`config.mk`:
```
export PLATFORM = sky130hd
export DESIGN_NAME = fir_coef_bank
export DESIGN_NICKNAME = d
export VERILOG_FILES = /design/src/rtl/fir_coef_bank.sv
export SDC_FILE = /design/constraint.sdc
export NUM_CORES = 2
export LEC_CHECK = 0
export ABC_AREA = 1
export ABC_CLOCK_PERIOD_IN_PS = 2800
export CAP_MARGIN = 20
export CORE_MARGIN = 10
export CORE_UTILIZATION = 50
export CTS_BUF_LIST = sky130_fd_sc_hd__clkbuf_4
export DETAILED_ROUTE_END_ITERATION = 10
export GPL_TIMING_DRIVEN = 0
export PLACE_DENSITY = 0.68
export RECOVER_POWER = 50
export REMOVE_ABC_BUFFERS = 1
export SYNTH_ARGS = -nofsm -noshare
export SYNTH_HDL_FRONTEND = slang
export SYNTH_SLANG_ARGS = --single-unit
```
`constraint.sdc`:
```
create_clock -name clk -period 2.8 [get_ports clk]
set_input_delay 0.84 -clock clk [delete_from_list [all_inputs] [get_ports clk]]
set_output_delay 0.84 -clock clk [all_outputs]
set_load 0.05 [all_outputs]
```
`src/rtl/fir_coef_bank.sv`:
```
// Multi-bank, runtime-loadable FIR coefficient store with 1-cycle registered reads.
// The active bank changes only on frame_start, so one MAC pass always uses a single coefficient set.
module fir_coef_bank #(
    parameter int COEF_W = 16,
    parameter int TAPS   = 32,
    parameter int ADDR_W = 5,
    parameter int NBANKS = 4,
    parameter int BANK_W = 2
) (
    input  logic              clk,
    input  logic              rst,
    input  logic              rd_en,
    input  logic [ADDR_W-1:0] rd_addr,
    output logic [COEF_W-1:0] rd_data,
    input  logic              frame_start,
    input  logic [BANK_W-1:0] bank_sel,
    output logic [BANK_W-1:0] active_bank,
    output logic [NBANKS-1:0] coef_valid,
    input  logic              ld_start,
    input  logic [BANK_W-1:0] ld_bank,
    input  logic              ld_valid,
    input  logic [COEF_W-1:0] ld_data,
    output logic              ld_ready,
    output logic              ld_done,
    output logic              ld_err
);

    typedef enum logic {
        IDLE,
        LOAD
    } state_t;

    state_t state_q, state_d;

    logic [ADDR_W-1:0]        wr_cnt_q, wr_cnt_d;
    logic [BANK_W-1:0]        ld_bank_q, ld_bank_d;
    logic [BANK_W-1:0]        active_bank_q, active_bank_d;
    logic [NBANKS-1:0]        coef_valid_q, coef_valid_d;
    logic [COEF_W-1:0]        rd_data_q, rd_data_d;
    logic [BANK_W-1:0]        nxt_bank;
    logic [BANK_W-1:0]        eff_bank;
    logic                     mem_we;
    logic [BANK_W+ADDR_W-1:0] mem_waddr;
    logic                     ld_done_d;
    logic                     ld_err_d;

    logic [COEF_W-1:0] mem [NBANKS*TAPS];

    // Bank switch uses the registered valid bits, so a load finishing this cycle is seen one frame later.
    always_comb begin
        nxt_bank = active_bank_q;
        if ((bank_sel != active_bank_q) && coef_valid_q[bank_sel]) begin
            nxt_bank = bank_sel;
        end
        eff_bank      = frame_start ? nxt_bank : active_bank_q;
        active_bank_d = eff_bank;
        rd_data_d     = rd_data_q;
        if (rd_en) begin
            rd_data_d = coef_valid_q[eff_bank] ? mem[{eff_bank, rd_addr}] : '0;
        end
    end

    always_comb begin
        state_d      = state_q;
        wr_cnt_d     = wr_cnt_q;
        ld_bank_d    = ld_bank_q;
        coef_valid_d = coef_valid_q;
        mem_we       = 1'b0;
        ld_done_d    = 1'b0;
        ld_err_d     = 1'b0;
        unique case (state_q)
            IDLE: begin
                if (ld_start) begin
                    if ((ld_bank == active_bank_q) || (ld_bank == bank_sel)) begin
                        ld_err_d = 1'b1;
                    end else begin
                        coef_valid_d[ld_bank] = 1'b0;
                        wr_cnt_d              = '0;
                        ld_bank_d             = ld_bank;
                        state_d               = LOAD;
                    end
                end
            end
            LOAD: begin
                if (ld_valid) begin
                    mem_we   = 1'b1;
                    wr_cnt_d = wr_cnt_q + ADDR_W'(1);
                    if (wr_cnt_q == ADDR_W'(TAPS - 1)) begin
                        coef_valid_d[ld_bank_q] = 1'b1;
                        ld_done_d               = 1'b1;
                        state_d                 = IDLE;
                    end
                end
            end
            default: state_d = IDLE;
        endcase
    end

    assign mem_waddr = {ld_bank_q, wr_cnt_q};

    // Coefficient RAM is deliberately not reset; coef_valid decides whether contents may be used.
    always_ff @(posedge clk) begin
        if (mem_we) begin
            mem[mem_waddr] <= ld_data;
        end
    end

    always_ff @(posedge clk) begin
        if (rst) begin
            state_q       <= IDLE;
            wr_cnt_q      <= '0;
            ld_bank_q     <= '0;
            active_bank_q <= '0;
            coef_valid_q  <= '0;
            rd_data_q     <= '0;
        end else begin
            state_q       <= state_d;
            wr_cnt_q      <= wr_cnt_d;
            ld_bank_q     <= ld_bank_d;
            active_bank_q <= active_bank_d;
            coef_valid_q  <= coef_valid_d;
            rd_data_q     <= rd_data_d;
        end
    end

    assign rd_data     = rd_data_q;
    assign active_bank = active_bank_q;
    assign coef_valid  = coef_valid_q;
    assign ld_ready    = (state_q == LOAD);
    assign ld_done     = ld_done_d && !rst;
    assign ld_err      = ld_err_d && !rst;

endmodule

```
## Word level (Yosys, flattened, before mapping)

Memory sizes are Yosys's and may differ from the RTL's.
Cells that the tools add are included.

| word-level totals | value |
|---|---|
| flip-flop bits (word level) | 30 |
| RAM bits | 2048 |
| input bits | 31 |
| output and inout port bits | 25 |
| logic and storage cells | 72 |
| memories | 1 |

| cells by class | value |
|---|---|
| $add $sub $neg | 1 |
| magnitude comparators | 6 |
| equal/unequal tests | 8 |
| multiplexer cells | 35 |
| bitwise gates (word level) | 5 |
| reduce and logical (&&, ||, !) cells | 10 |

Memory list:

| memory | words | bits a word | rd ports | clocked after memory_dff | wr ports | RTL line | source |
|---|---|---|---|---|---|---|---|
| mem | 128 | 16 | 1 | 0 | 1 | 47 | `logic [COEF_W-1:0] mem [NBANKS*TAPS];` |

Operators with widths:

| operator | number |
|---|---|
| two-way mux 1 bit | 18 |
| two-way mux 16 bit | 1 |
| two-way mux 4 bit | 4 |
| two-way mux 5 bit | 3 |
| less-than comparator 2 x 3 -> 1 bit, second input constant | 4 |
| case mux 5 bit (2 select lines) | 1 |
| case mux 4 bit (2 select lines) | 1 |
| != test 2 bit, second input constant | 3 |
| AND reduction 3 bit | 2 |
| adder 5 x 1 -> 5 bit, second input constant | 1 |
| == test 5 bit, second input constant | 1 |
| logical AND 1 bit | 5 |
| AND 4 bit | 1 |
| binary-select mux 1 bit (select 2 bit) | 2 |
| demux 1 bit (select 2 bit) | 2 |
| == test 2 bit | 2 |
| greater-or-equal comparator 2 x 1 -> 1 bit, second input constant | 2 |
| two-way mux 2 bit | 2 |
| NOT 4 bit | 1 |
| OR 4 bit | 1 |
| AND reduction 4 bit | 1 |
| != test 2 x 1 -> 1 bit, second input constant | 1 |
| != test 2 bit | 1 |
| NOT 1 bit | 2 |
| 3 further kinds | 3 |

## Logic depth before layout (Yosys ltp)

| depth | value |
|---|---|
| depth in word-level cells | 9 |
| gate-level depth with buffers | 15 |
| mapped depth without buffers | 13 |

## Worst setup path before layout

OpenSTA, ideal clock, no wires.

| path | value |
|---|---|
| path type | input-to-output |
| start point | input ld_bank[0] |
| end point | output ld_err |
| arrival time | 2.226 ns |
| path slack | -0.266 ns |
| cell stages on the path | 5 |
| path buffers | 0 |
| cell sequence | xnor2_1 > nand3_1 > nand2_1 > inv_1 > nor3_1 |

| between the ends | value |
|---|---|
| cells in the longest elaborated chain, start to end | 6 |
| elaborated cells between the ends (all ways) | 7 |
| those cells by class | eq/ne (2); mux (3); reduce/logical (2) |

RTL lines:

| element | RTL line | source |
|---|---|---|
| start, declared | 20 | `input logic [BANK_W-1:0] ld_bank,` |
| == test 2 bit | 74 | `if ((ld_bank == active_bank_q) \|\| (ld_bank == bank_sel)) begin` |
| logical OR 1 bit * | 74 |  |
| two-way mux 1 bit * | 74 |  |
| two-way mux 1 bit * | 73 | `if (ld_start) begin` |
| two-way mux 1 bit * | 71 | `unique case (state_q)` |
| logical AND 1 bit * | 131 | `assign ld_err = ld_err_d && !rst;` |
| end, declared | 25 | `output logic ld_err` |

Every way passes the cells marked *; elsewhere a longest branch is shown, timed or not.

## Worst setup path in the final report

| path | value |
|---|---|
| start point | register wr_cnt_q[0] |
| end point | output ld_done |

| between the ends | value |
|---|---|
| cells in the longest elaborated chain, start to end | 5 |

RTL lines:

| element | RTL line | source |
|---|---|---|
| start, declared | 35 | `logic [ADDR_W-1:0] wr_cnt_q, wr_cnt_d;` |
| start signal, assigned | 118 | `wr_cnt_q <= wr_cnt_d;` |
| == test 5 bit | 88 | `if (wr_cnt_q == ADDR_W'(TAPS - 1)) begin` |
| two-way mux 1 bit | 88 |  |
| two-way mux 1 bit | 85 | `if (ld_valid) begin` |
| two-way mux 1 bit | 71 |  |
| logical AND 1 bit | 130 | `assign ld_done = ld_done_d && !rst;` |
| end, declared | 24 | `output logic ld_done,` |

Every way passes these cells.

==> results_dict.tcl <==
set metrics [dict create \
    row_count 150 \
    grt_overflow_total 0 \
    grt_pass1_wl_mm 347 \
    max-vdd-ir-drop_mv 0.505 \
    violations "capacitance limit, slew limit, setup timing" \
    via_per_inst 5.81 \
    clock_sinks 2078 \
    finalSetupViolCount 767 \
    hold_path.class "input pin to flop" \
    cp_slowest_cell "nor3_4" \
    status "complete, but fails checks" \
    rsz0062_at_grt "true" \
    die-area_um2 185000 \
    drtPass1Iterations 8 \
    hold_viol_final 0 \
    path_clk_slew_ps 60 \
    drcViolationCount 0 \
    synth-seq-cells 2078 \
    grt_pass1_vias 55479 \
    die_x_um 431 \
    htreeDepth 6 \
    wl_mm 235 \
    crit_buf_inv 2 \
    initial_utilization_pct 50.3 \
    area_growth_pct 13.3 \
    numPlacedInstances 9057 \
    period_share_pct 130 \
    max_freq_mhz 275 \
    slew_headroom_pct -93.4 \
    final_cell_mix "2419 x nand2_1, 2048 x edfxtp_1, 1871 x nand3_1, 786 x clkbuf_4, 93 x nor2_2" \
    final.min_clock_period_ps 3630 \
    path_cells "ha_4, nand2_2, nor2_2, ha_2, inv_2, nor3_4, buf_6" \
    required_ps 1960 \
    cts-root-buf "clkbuf_4" \
    cts_tree "built" \
    track_usage_pct 24.6 \
    synth_warnings 0 \
    drt-initial-drc-count 7408 \
    grt_start_max_net_pins 203 \
    clockBufferDepth 4 \
    routedWlPerCell_um 23.6 \
    crit_type "flop to output port" \
    ant_nets 0 \
    setup-tns-final_ps -69280 \
    holdWs_ps 404 \
    clk_latency_ps 1330 \
    fin_nets 7470 \
    critPathArrivalTime_ps 2790 \
    syn_area_um2 84300 \
    slowest_delay_ps 370 \
    maxSlewViolCount 899 \
    crit_family "simple AND/OR/NAND/NOR gates" \
    path_max_fanout 2 \
    gp_congestion 0.815 \
    setup_slack_ps -835 \
    die_y_um 431 \
    mostFrequentLayoutCell "nand2_1" \
    synth.avg_cell_area_um2 11.9 \
    fin_cells 9977 \
    start_kind "flop" \
    yosysUniqueCellTypes 33 \
    io_pins 56 \
    powerDensity_nw_per_um2 667 \
    drive_gt1_share_pct 15.7 \
    worst_pin_slew_ps 2900 \
    end_kind "output port" \
    antenna_found_initial 5 \
    cts_made_buffers 551 \
    vias 57998 \
    fin_skew_ps 95.0 \
    core_area_um2 167000 \
    postSynthCellCount 7110 \
    maxCapViolations 15 \
    hpwl_mm 126 \
    leakage_nw 34.3 \
    seq_area_frac_synth_pct 73.7 \
    io_buffer_count 55 \
]
[report_power, final]
group	internal, W	leakage, nW	switching, W
clock network	0.0133	3.87	0.0118
registers	0.0342	18.6	0.0000267
logic	0.00105	11.7	0.00325
total	0.0486	34.3	0.0151
[synth_stat cells, drive strengths merged]
cell | instances | area [um^2]
a211oi | 2 | 15.0
a21oi | 25 | 166
a221oi | 1 | 8.76
a22oi | 1 | 7.51
a31oi | 1 | 6.26
buf | 364 | 2030
clkbuf | 98 | 368
clkinv | 1 | 5.00
dfxtp | 30 | 601
edfxtp | 2048 | 61500
ha | 2 | 25.0
inv | 43 | 161
nand2 | 2439 | 9180
nand3 | 1890 | 9520
nand4 | 1 | 6.26
nor2 | 150 | 579
nor3 | 6 | 30.0
o21ai | 4 | 23.8
o22ai | 2 | 12.5
or2 | 1 | 6.26
xnor2 | 1 | 8.76
[metrics by stage]
step,total power [W],instance area [um^2],setup slack (ps),util (%)
3_5_place_dp,0.0390,88500,-2980,52.9
3_3_place_gp,0.0402,85200,-80740,50.9
6_report,0.0637,95500,-835,57.0
5_1_grt,0.0660,95500,-955,57.0
4_1_cts,0.0639,95700,-964,57.2
2_1_floorplan,0.0371,81900,-6730,-
[metal layers]
layer  up-vias  part of all wire (%)  GRT usage, %
met4         2                   4.2          11.6
met2      3444                    46          37.8
met1     27955                    39          33.5
li1      26097                     -             -
met3       500                    11          5.36
met5         -                0.0055             0
[kinds of logic (layout without fill, tap and decap cells)]
group / Yosys count / count (layout) / synth area share, %
simple gates: 4487 / 4487 / 22.9
flops: 2078 / 2078 / 73.7
buf+inv: 506 / 1159 / 3.04
compound gates: 36 / 36 / 0.285
fa+ha+maj: 2 / 2 / 0.0297
xor+xnor: 1 / 1 / 0.0104
other cells: 0 / 10 / 0
[worst min-delay path, cell delays in order]
cell	delay (ps)
clkdlybuf4s50_1	590
nand2_1	140
nand3_1	60
nand2_1	60
[layout make-up]
| cell class | count | area [um^2] |
|---|---|---|
| timing repair inverter | 4 | 57.6 |
| antenna | 10 | 25.0 |
| clock buffer | 779 | 5850 |
| multi-input combinational | 4526 | 20300 |
| timing repair buffer | 232 | 3620 |
| clock inverter | 100 | 573 |
| inverter | 44 | 229 |
| tap | 2204 | 2760 |
| fill | 13326 | 71900 |
| sequential | 2078 | 62100 |
[final timing paths]
path / slack (ps) / depth (start not counted) / from / endpoint
setup / recovery: -830 / 7 / wr_cnt_q[0] / ld_done
hold / removal: 400 / 4 / ld_valid / ld_ready
setup reg to reg: -360 / 5 / wr_cnt_q[4] / mem[119][6]
hold reg to reg: 470 / 2 / rd_data[14] / rd_data[14]
[registers in the layout, indices dropped and copies added, names as in the netlist]
name         cells
ld_bank_q        2
coef_valid       4
ld_ready         1
active_bank      2
wr_cnt_q         5
rd_data         16
mem           2048
[what timing repair did]
action / CTS / global route
pin swaps: 8 / 5
setup buffers: 7 / 4
cloned: 13 / 2
endpoints found under the hold margin: 155 / 0
resized for setup: 237 / 24
setup endpoints to repair: 2060 / 686
hold buffers: 7 / 0
Power figures use the tool's default switching activity.
